<file path="config.mk">
export PLATFORM = sky130hd
export DESIGN_NAME = ysyx_25010008_wb_arbiter
export DESIGN_NICKNAME = d
export VERILOG_FILES = /design/src/rtl/ysyx_25010008_wb_arbiter.sv
export SDC_FILE = /design/constraint.sdc
export NUM_CORES = 1
export LEC_CHECK = 0
export BUFFER_PORTS_ARGS = -buffer_cell sky130_fd_sc_hd__clkbuf_2
export CAP_MARGIN = 10
export CORE_AREA = 5 5 122 124
export CTS_CLUSTER_DIAMETER = 60
export DETAILED_ROUTE_END_ITERATION = 16
export DIE_AREA = 0 0 127 129
export PLACE_DENSITY = 0.77
export SLEW_MARGIN = 15
export SYNTH_ARGS = -nofsm -noshare
export SYNTH_HDL_FRONTEND = slang
export SYNTH_SLANG_ARGS = --single-unit
</file>
<file path="constraint.sdc">
create_clock -name clock -period 5.6 [get_ports clock]
set_input_delay 0.28 -clock clock [delete_from_list [all_inputs] [get_ports clock]]
set_output_delay 0.28 -clock clock [all_outputs]
set_load 0.1 [all_outputs]
</file>
<file path="src/rtl/ysyx_25010008_wb_arbiter.sv">
// Write-back arbiter and issue scoreboard for the RV32E register file.
// Shares the GPR/CSR write ports between ALU and LSU and gates issue on hazards.
module ysyx_25010008_wb_arbiter #(
  parameter int MAX_OUT = 4
) (
  input  logic        clock,
  input  logic        reset,
  input  logic        iss_valid,
  output logic        iss_ready,
  input  logic [4:0]  iss_rs1,
  input  logic [4:0]  iss_rs2,
  input  logic [4:0]  iss_rd,
  input  logic        iss_rd_wen,
  input  logic        iss_csr_ren,
  input  logic        iss_csr_wen,
  input  logic        alu_valid,
  output logic        alu_ready,
  input  logic [4:0]  alu_rd,
  input  logic        alu_wen,
  input  logic [31:0] alu_wdata,
  input  logic        alu_csr_wen1,
  input  logic        alu_csr_wen2,
  input  logic [11:0] alu_csr_d1,
  input  logic [11:0] alu_csr_d2,
  input  logic [31:0] alu_csr_wdata1,
  input  logic [31:0] alu_csr_wdata2,
  input  logic        lsu_valid,
  output logic        lsu_ready,
  input  logic [4:0]  lsu_rd,
  input  logic        lsu_wen,
  input  logic [31:0] lsu_wdata,
  output logic        write_back,
  output logic        wen,
  output logic [4:0]  rd,
  output logic [31:0] wdata,
  output logic        csr_wen1,
  output logic        csr_wen2,
  output logic [11:0] csr_d1,
  output logic [11:0] csr_d2,
  output logic [31:0] csr_wdata1,
  output logic [31:0] csr_wdata2
);

  logic [15:0] pending;
  logic        csr_busy;
  logic [2:0]  outstanding;
  logic        last_grant;
  logic        grant_alu;
  logic        grant_lsu;
  logic        stall;
  logic        issue;
  logic        retire;
  logic [15:0] set_mask;
  logic [15:0] clr_mask;
  logic        unused_bits;

  assign unused_bits = ^{iss_rs1[4], iss_rs2[4], iss_rd[4]};

  // On a tie the requester not served last wins; last_grant=0 means ALU.
  assign grant_lsu = !reset && lsu_valid && (!alu_valid || !last_grant);
  assign grant_alu = !reset && alu_valid && (!lsu_valid || last_grant);
  assign alu_ready = grant_alu;
  assign lsu_ready = grant_lsu;

  assign stall = reset
    | pending[iss_rs1[3:0]]
    | pending[iss_rs2[3:0]]
    | (iss_rd_wen & pending[iss_rd[3:0]])
    | ((iss_csr_ren | iss_csr_wen) & csr_busy)
    | (outstanding == 3'(MAX_OUT));

  assign iss_ready = iss_valid & ~stall;
  assign issue     = iss_ready;
  assign retire    = write_back;

  always_comb begin
    set_mask = '0;
    clr_mask = '0;
    if (issue && iss_rd_wen) set_mask[iss_rd[3:0]] = 1'b1;
    if (retire && wen)       clr_mask[rd[3:0]] = 1'b1;
    set_mask[0] = 1'b0;
  end

  always_ff @(posedge clock) begin
    if (reset) begin
      pending     <= '0;
      csr_busy    <= 1'b0;
      outstanding <= '0;
      last_grant  <= 1'b0;
    end else begin
      // Set is applied after clear so a same-edge collision stays pending.
      pending <= (pending & ~clr_mask) | set_mask;
      if (issue && iss_csr_wen)
        csr_busy <= 1'b1;
      else if (retire && (csr_wen1 || csr_wen2))
        csr_busy <= 1'b0;
      case ({issue, retire})
        2'b10:   outstanding <= outstanding + 3'd1;
        2'b01:   outstanding <= outstanding - 3'd1;
        default: outstanding <= outstanding;
      endcase
      if (grant_alu)      last_grant <= 1'b0;
      else if (grant_lsu) last_grant <= 1'b1;
    end
  end

  always_ff @(posedge clock) begin
    if (reset) begin
      write_back <= 1'b0;
      wen        <= 1'b0;
      rd         <= '0;
      wdata      <= '0;
      csr_wen1   <= 1'b0;
      csr_wen2   <= 1'b0;
      csr_d1     <= '0;
      csr_d2     <= '0;
      csr_wdata1 <= '0;
      csr_wdata2 <= '0;
    end else if (grant_alu) begin
      write_back <= 1'b1;
      wen        <= alu_wen;
      rd         <= alu_rd;
      wdata      <= alu_wdata;
      csr_wen1   <= alu_csr_wen1;
      csr_wen2   <= alu_csr_wen2;
      csr_d1     <= alu_csr_d1;
      csr_d2     <= alu_csr_d2;
      csr_wdata1 <= alu_csr_wdata1;
      csr_wdata2 <= alu_csr_wdata2;
    end else if (grant_lsu) begin
      write_back <= 1'b1;
      wen        <= lsu_wen;
      rd         <= lsu_rd;
      wdata      <= lsu_wdata;
      csr_wen1   <= 1'b0;
      csr_wen2   <= 1'b0;
      csr_d1     <= '0;
      csr_d2     <= '0;
      csr_wdata1 <= '0;
      csr_wdata2 <= '0;
    end else begin
      write_back <= 1'b0;
      wen        <= 1'b0;
      csr_wen1   <= 1'b0;
      csr_wen2   <= 1'b0;
    end
  end

endmodule

</file>
== Word-level counts from Yosys, hierarchy flattened ==
Index checks and enable logic that the tools add are counted.

* Add/subtract/negate cells: 2
* Order comparisons: 6
* Equal/unequal tests: 3
* Mux-type cells: 29
* Bitwise gates (word level): 14
* Reductions and logical operators: 22

{| class="wikitable"
|+ Operator list
! kind !! count
|-
| $mux W32 || 5
|-
| $mux W12 || 3
|-
| $mux W16 || 2
|-
| $lt A4 B5 Y1 const B || 4
|-
| $and A16 B16 Y16 || 1
|-
| $not A16 Y16 || 1
|-
| $or A16 B16 Y16 || 1
|-
| $bmux W1 S4 || 3
|-
| $mux W1 || 11
|-
| $logic_and A1 B1 Y1 || 10
|-
| $mux W5 || 2
|-
| $demux W1 S4 || 2
|-
| $ge A4 B1 Y1 const B || 2
|-
| $or A1 B1 Y1 || 6
|-
| $pmux W3 S2 || 1
|-
| $reduce_bool A2 Y1 || 3
|-
| $logic_not A1 Y1 || 4
|-
| $reduce_or A2 Y1 || 2
|-
| $add A3 B1 Y3 const B || 1
|-
| $and A1 B1 Y1 || 3
|-
| $eq A3 B3 Y1 const B || 1
|-
| $logic_or A1 B1 Y1 || 3
|-
| $sub A3 B1 Y3 const B || 1
|-
| $eq A2 B1 Y1 const B || 1
|-
| other kinds (2) || 3
|}

* Register bits: 150
* Input port bits: 189
* Output and inout port bits: 132
* Word-level logic and storage cells: 90

== Depth between registers and ports, before layout ==
* Depth after elaboration: 12
* Gate-level depth with buffers: 13

== Worst setup path before layout ==
No wires, ideal clock.

* Kind: in2out
* Start: input port iss_rs1[0]
* End: output port iss_ready
* Arrival time: 2859 ps
* Path slack: 2461 ps
* Stages: 5
* Path buffers: 1
* Cells stage by stage: mux4_1 -> mux2_2 -> a211o_4 -> buf_6 -> nor2_1

* Word-level cells in the longest chain between the ends: 9

{| class="wikitable"
|+ Ends and longest elaborated chain
! element !! RTL line !! RTL
|-
| from (decl) || 10 || <nowiki>input logic [4:0] iss_rs1,</nowiki>
|-
| $bmux W1 S4 || 66 || <nowiki>| pending[iss_rs1[3:0]]</nowiki>
|-
| $mux W1 (not written as such) || 66 ||
|-
| $or A1 B1 Y1 || 66 ||
|-
| $or A1 B1 Y1 || 67 || <nowiki>| pending[iss_rs2[3:0]]</nowiki>
|-
| $or A1 B1 Y1 || 68 || <nowiki>| (iss_rd_wen & pending[iss_rd[3:0]])</nowiki>
|-
| $or A1 B1 Y1 || 69 || <nowiki>| ((iss_csr_ren | iss_csr_wen) & csr_busy)</nowiki>
|-
| $or A1 B1 Y1 || 70 || <nowiki>| (outstanding == 3'(MAX_OUT));</nowiki>
|-
| $not A1 Y1 || 72 || <nowiki>assign iss_ready = iss_valid & ~stall;</nowiki>
|-
| $and A1 B1 Y1 || 72 ||
|-
| to (decl) || 9 || <nowiki>output logic iss_ready,</nowiki>
|}

Every way passes these cells. The select of a mux whose other input is x is not followed.

== Worst setup path in the final report ==
* Start: register pending[7]
* End: output port iss_ready

* Word-level cells in the longest chain between the ends: 9
* Elaborated cells on any way between the ends: 14

{| class="wikitable"
|+ Ends and longest elaborated chain
! element !! RTL line !! RTL
|-
| from (decl) || 44 || <nowiki>logic [15:0] pending;</nowiki>
|-
| from (signal assigned) || 92 || <nowiki>pending <= (pending & ~clr_mask) | set_mask;</nowiki>
|-
| $bmux W1 S4 || 66 ||
|-
| $mux W1 (not written as such) || 66 ||
|-
| $or A1 B1 Y1 || 66 ||
|-
| $or A1 B1 Y1 || 67 ||
|-
| $or A1 B1 Y1 * || 68 ||
|-
| $or A1 B1 Y1 * || 69 ||
|-
| $or A1 B1 Y1 * || 70 ||
|-
| $not A1 Y1 * || 72 ||
|-
| $and A1 B1 Y1 * || 72 ||
|}

Mark *: on every way between the ends. The rest lies on a longest branch, timed or not. The select of a mux whose other input is x is not followed.

==> impl_results.md <==
* Final Hold Fails at 0
* CP required at 5.32 ns
* Vias at 5,563
* Total GRT Usage at 0.2221
* Total grt overflow at 0
* Die ar. at 0.01638 mm2
* Critical path buffers and inverters at 1
* Layout cells sized above 1 at 0.4399
* Dpl hpwl at 14,220 um
* Wire length of the first global-routing pass at 28,820 um
* Min Tclk post-route at 3.280 ns
* Area share of the largest cell type after synthesis at 0.5246
* Worst clock skew at 0.009646 ns
* Placed Instances at 997
* Drt pass-1 iters at 6
* Post-CTS setup buffers at 0
* Largest cells by area after synthesis: dfxtp_1, a22o_1, a222oi_1, mux2i_1, clkbuf_1
* Gpl congestion at 0.8635
* Main synth FF type: dfxtp_1
* Hold buffer count at CTS at 0
* Top post-synthesis cells by count: dfxtp_1, a22o_1, clkbuf_1
* Sequential-to-total area share from yosys stat at 0.5246
* # rows at 43
* Setup total negative slack at 0 ns
* F_max at 0.3049 GHz
* Initial DRC Count at 412
* Area Overhead vs Synth at 39.87%
* Grt peak-use layer: met2
* Number of flops mapped to enable cells by yosys at 0
* Die Ht at 129 um
* Period Utilization, post-route at 0.5857
* Nets at 1,027
* Crit Path Class: flop to primary output
* IO Port Bufs at 317
* Die W at 127 um
* Hold crit path type: input pin to flop
* Worst setup EP type: primary output
* Fraction of registers with async set or reset after synthesis at 0
* GR Layer Usage met3 at 0.08634
* Clk_lat worst skew at 0.41 ns
* Slew Viols, Final at 0
* Met1 Usage GRT at 0.2543
* RSZ-0062 raised after global routing: false
* Detail-routed net length per standard cell at 18.25 um
* Clock tree buffer depth at 2
* Worst ir drop on vdd at 198.9 uV
* TritonCTS Sinks at 150
* WHS at 0.07641 ns
* Peak fanout along the critical path at 16
* DRC at 0
* Fillcell total at 1,213
* Arr. time, crit path at 3.00 ns
* Post-synth top area cell: dfxtp_1
* Routing usage on met2 at 0.3655
* Max_slew headroom at 0.2832
* Most numerous cell in the Yosys netlist: dfxtp_1
* Outcome: completed
* Placed instance area at 0.007398 mm2
* Vias in the first global route at 5,455
* Leak Pwr at 3.849 nW
* Synthesized Nets at 733
* Cells after Synth at 542
* CTS tree: done
* Drt via density at 5.411
* Finished Layout Cells at 1,028
* Synthesized cell area at 0.005724 mm2
* Antenna violations before repair at 2
* Max stage delay on crit path at 0.48 ns
* Synth Area per Inst at 10.56 um2
* Design Area, Final at 0.008006 mm2
* Max-cap check violation count at 0
* ANT cells at 0
* CTS Buf Count at 17
* Slew @ Worst Pin at 1.071 ns
* CP startpoint kind: flop
* Critical-path cell list: mux4_2 -> nand2b_1 -> o211ai_1 -> o221ai_1 -> nor2_1 -> clkbuf_2
* Power per standard cell area at 374.6 mW/mm2
* Ports at 321
* Worst path slowest cell: clkbuf_2
* Root buffer cell: clkbuf_16
* ANT nets after route at 0
* Yosys reg bits at 150
* Largest net degree at the start of global routing at 95
* DRT Wirelength at 18,760 um
* Setup violations, final at 0
* Clock slew at reported path FFs at 0.06 ns
* # resized after CTS at 0
* Initial core utilization at 0.4189
* Synth warn at 0
* CTS H-tree depth at 4
* Library cells used by synthesis at 42
* Crit-path leading delay family: compound AO/OA/AOI/OAI gates
* Core Footprint at 0.01367 mm2
## power breakdown
group | switching [mW] | total, mW | internal [mW] | leakage [nW]
registers | 0.0374 | 1.16 | 1.13 | 1.23
logic | 0.524 | 0.669 | 0.144 | 2.32
clock network | 0.451 | 1.17 | 0.717 | 0.298
total | 1.01 | 3.00 | 1.99 | 3.85
## routing by layer
layer / vias up / routed length (um)
met1: 2565 / 6986
met3: 52 / 1935
met5: - / 21
met4: 4 / 646
met2: 275 / 9174
li1: 2667 / -
## final cells by class
type / count / area (um2) / area share
clock inverter: 13 / 168.9 / 0.02110
timing repair buffer: 322 / 1624 / 0.2028
inverter: 27 / 101.3 / 0.01266
tap: 180 / 225.2 / 0.02813
multi-input combinational: 318 / 2445 / 0.3054
clock buffer: 18 / 439.2 / 0.05485
sequential: 150 / 3003 / 0.3751
## cells by family after synthesis
family	after synthesis	synth area share
simple gates	107	0.09487
buf+inv	74	0.05071
flops	150	0.5246
mux	26	0.06229
compound gates	181	0.2588
xor+xnor	2	0.003061
fa+ha+maj	2	0.005683
## through the flow
stage / setup WS (ns) / power (mW) / utilization
2_1_floorplan: 2.461 / 1.695 / -
3_3_place_gp: 2.268 / 1.847 / 0.5414
3_5_place_dp: 2.221 / 1.854 / 0.5414
4_1_cts: 2.329 / 3.022 / 0.5859
5_1_grt: 1.968 / 3.105 / 0.5859
6_report: 2.320 / 2.999 / 0.5859
## registers in the layout, indices dropped and copies added (netlist names)
name         cells
csr_wdata2      32
csr_wen1         1
csr_busy         1
write_back       1
csr_wen2         1
last_grant       1
wen              1
csr_d2          12
rd               5
csr_wdata1      32
pending         16
outstanding      3
wdata           32
csr_d1          12
## cells in the final DEF (no fill, tap or decap), types with 11 or more instances in the layout
cell type,count
nand2_1,22
nor2_1,18
a22oi_1,11
mux2i_1,18
o211ai_1,11
inv_1,27
a21oi_1,15
a22o_1,89
nand3_1,11
a222oi_1,20
clkbuf_16,17
dfxtp_1,150
clkbuf_2,317
nand4_1,18
## worst paths after layout
path | start | to | slack, ns | depth (start not counted)
max | pending[7] | iss_ready | 2.32 | 6
min | alu_csr_d2[3] | csr_d2[3] | 0.08 | 2
max reg2reg | pending[7] | outstanding[2] | 2.33 | 11
min reg2reg | wdata[27] | wdata[27] | 0.45 | 2
Power figures use the tool's default switching activity.
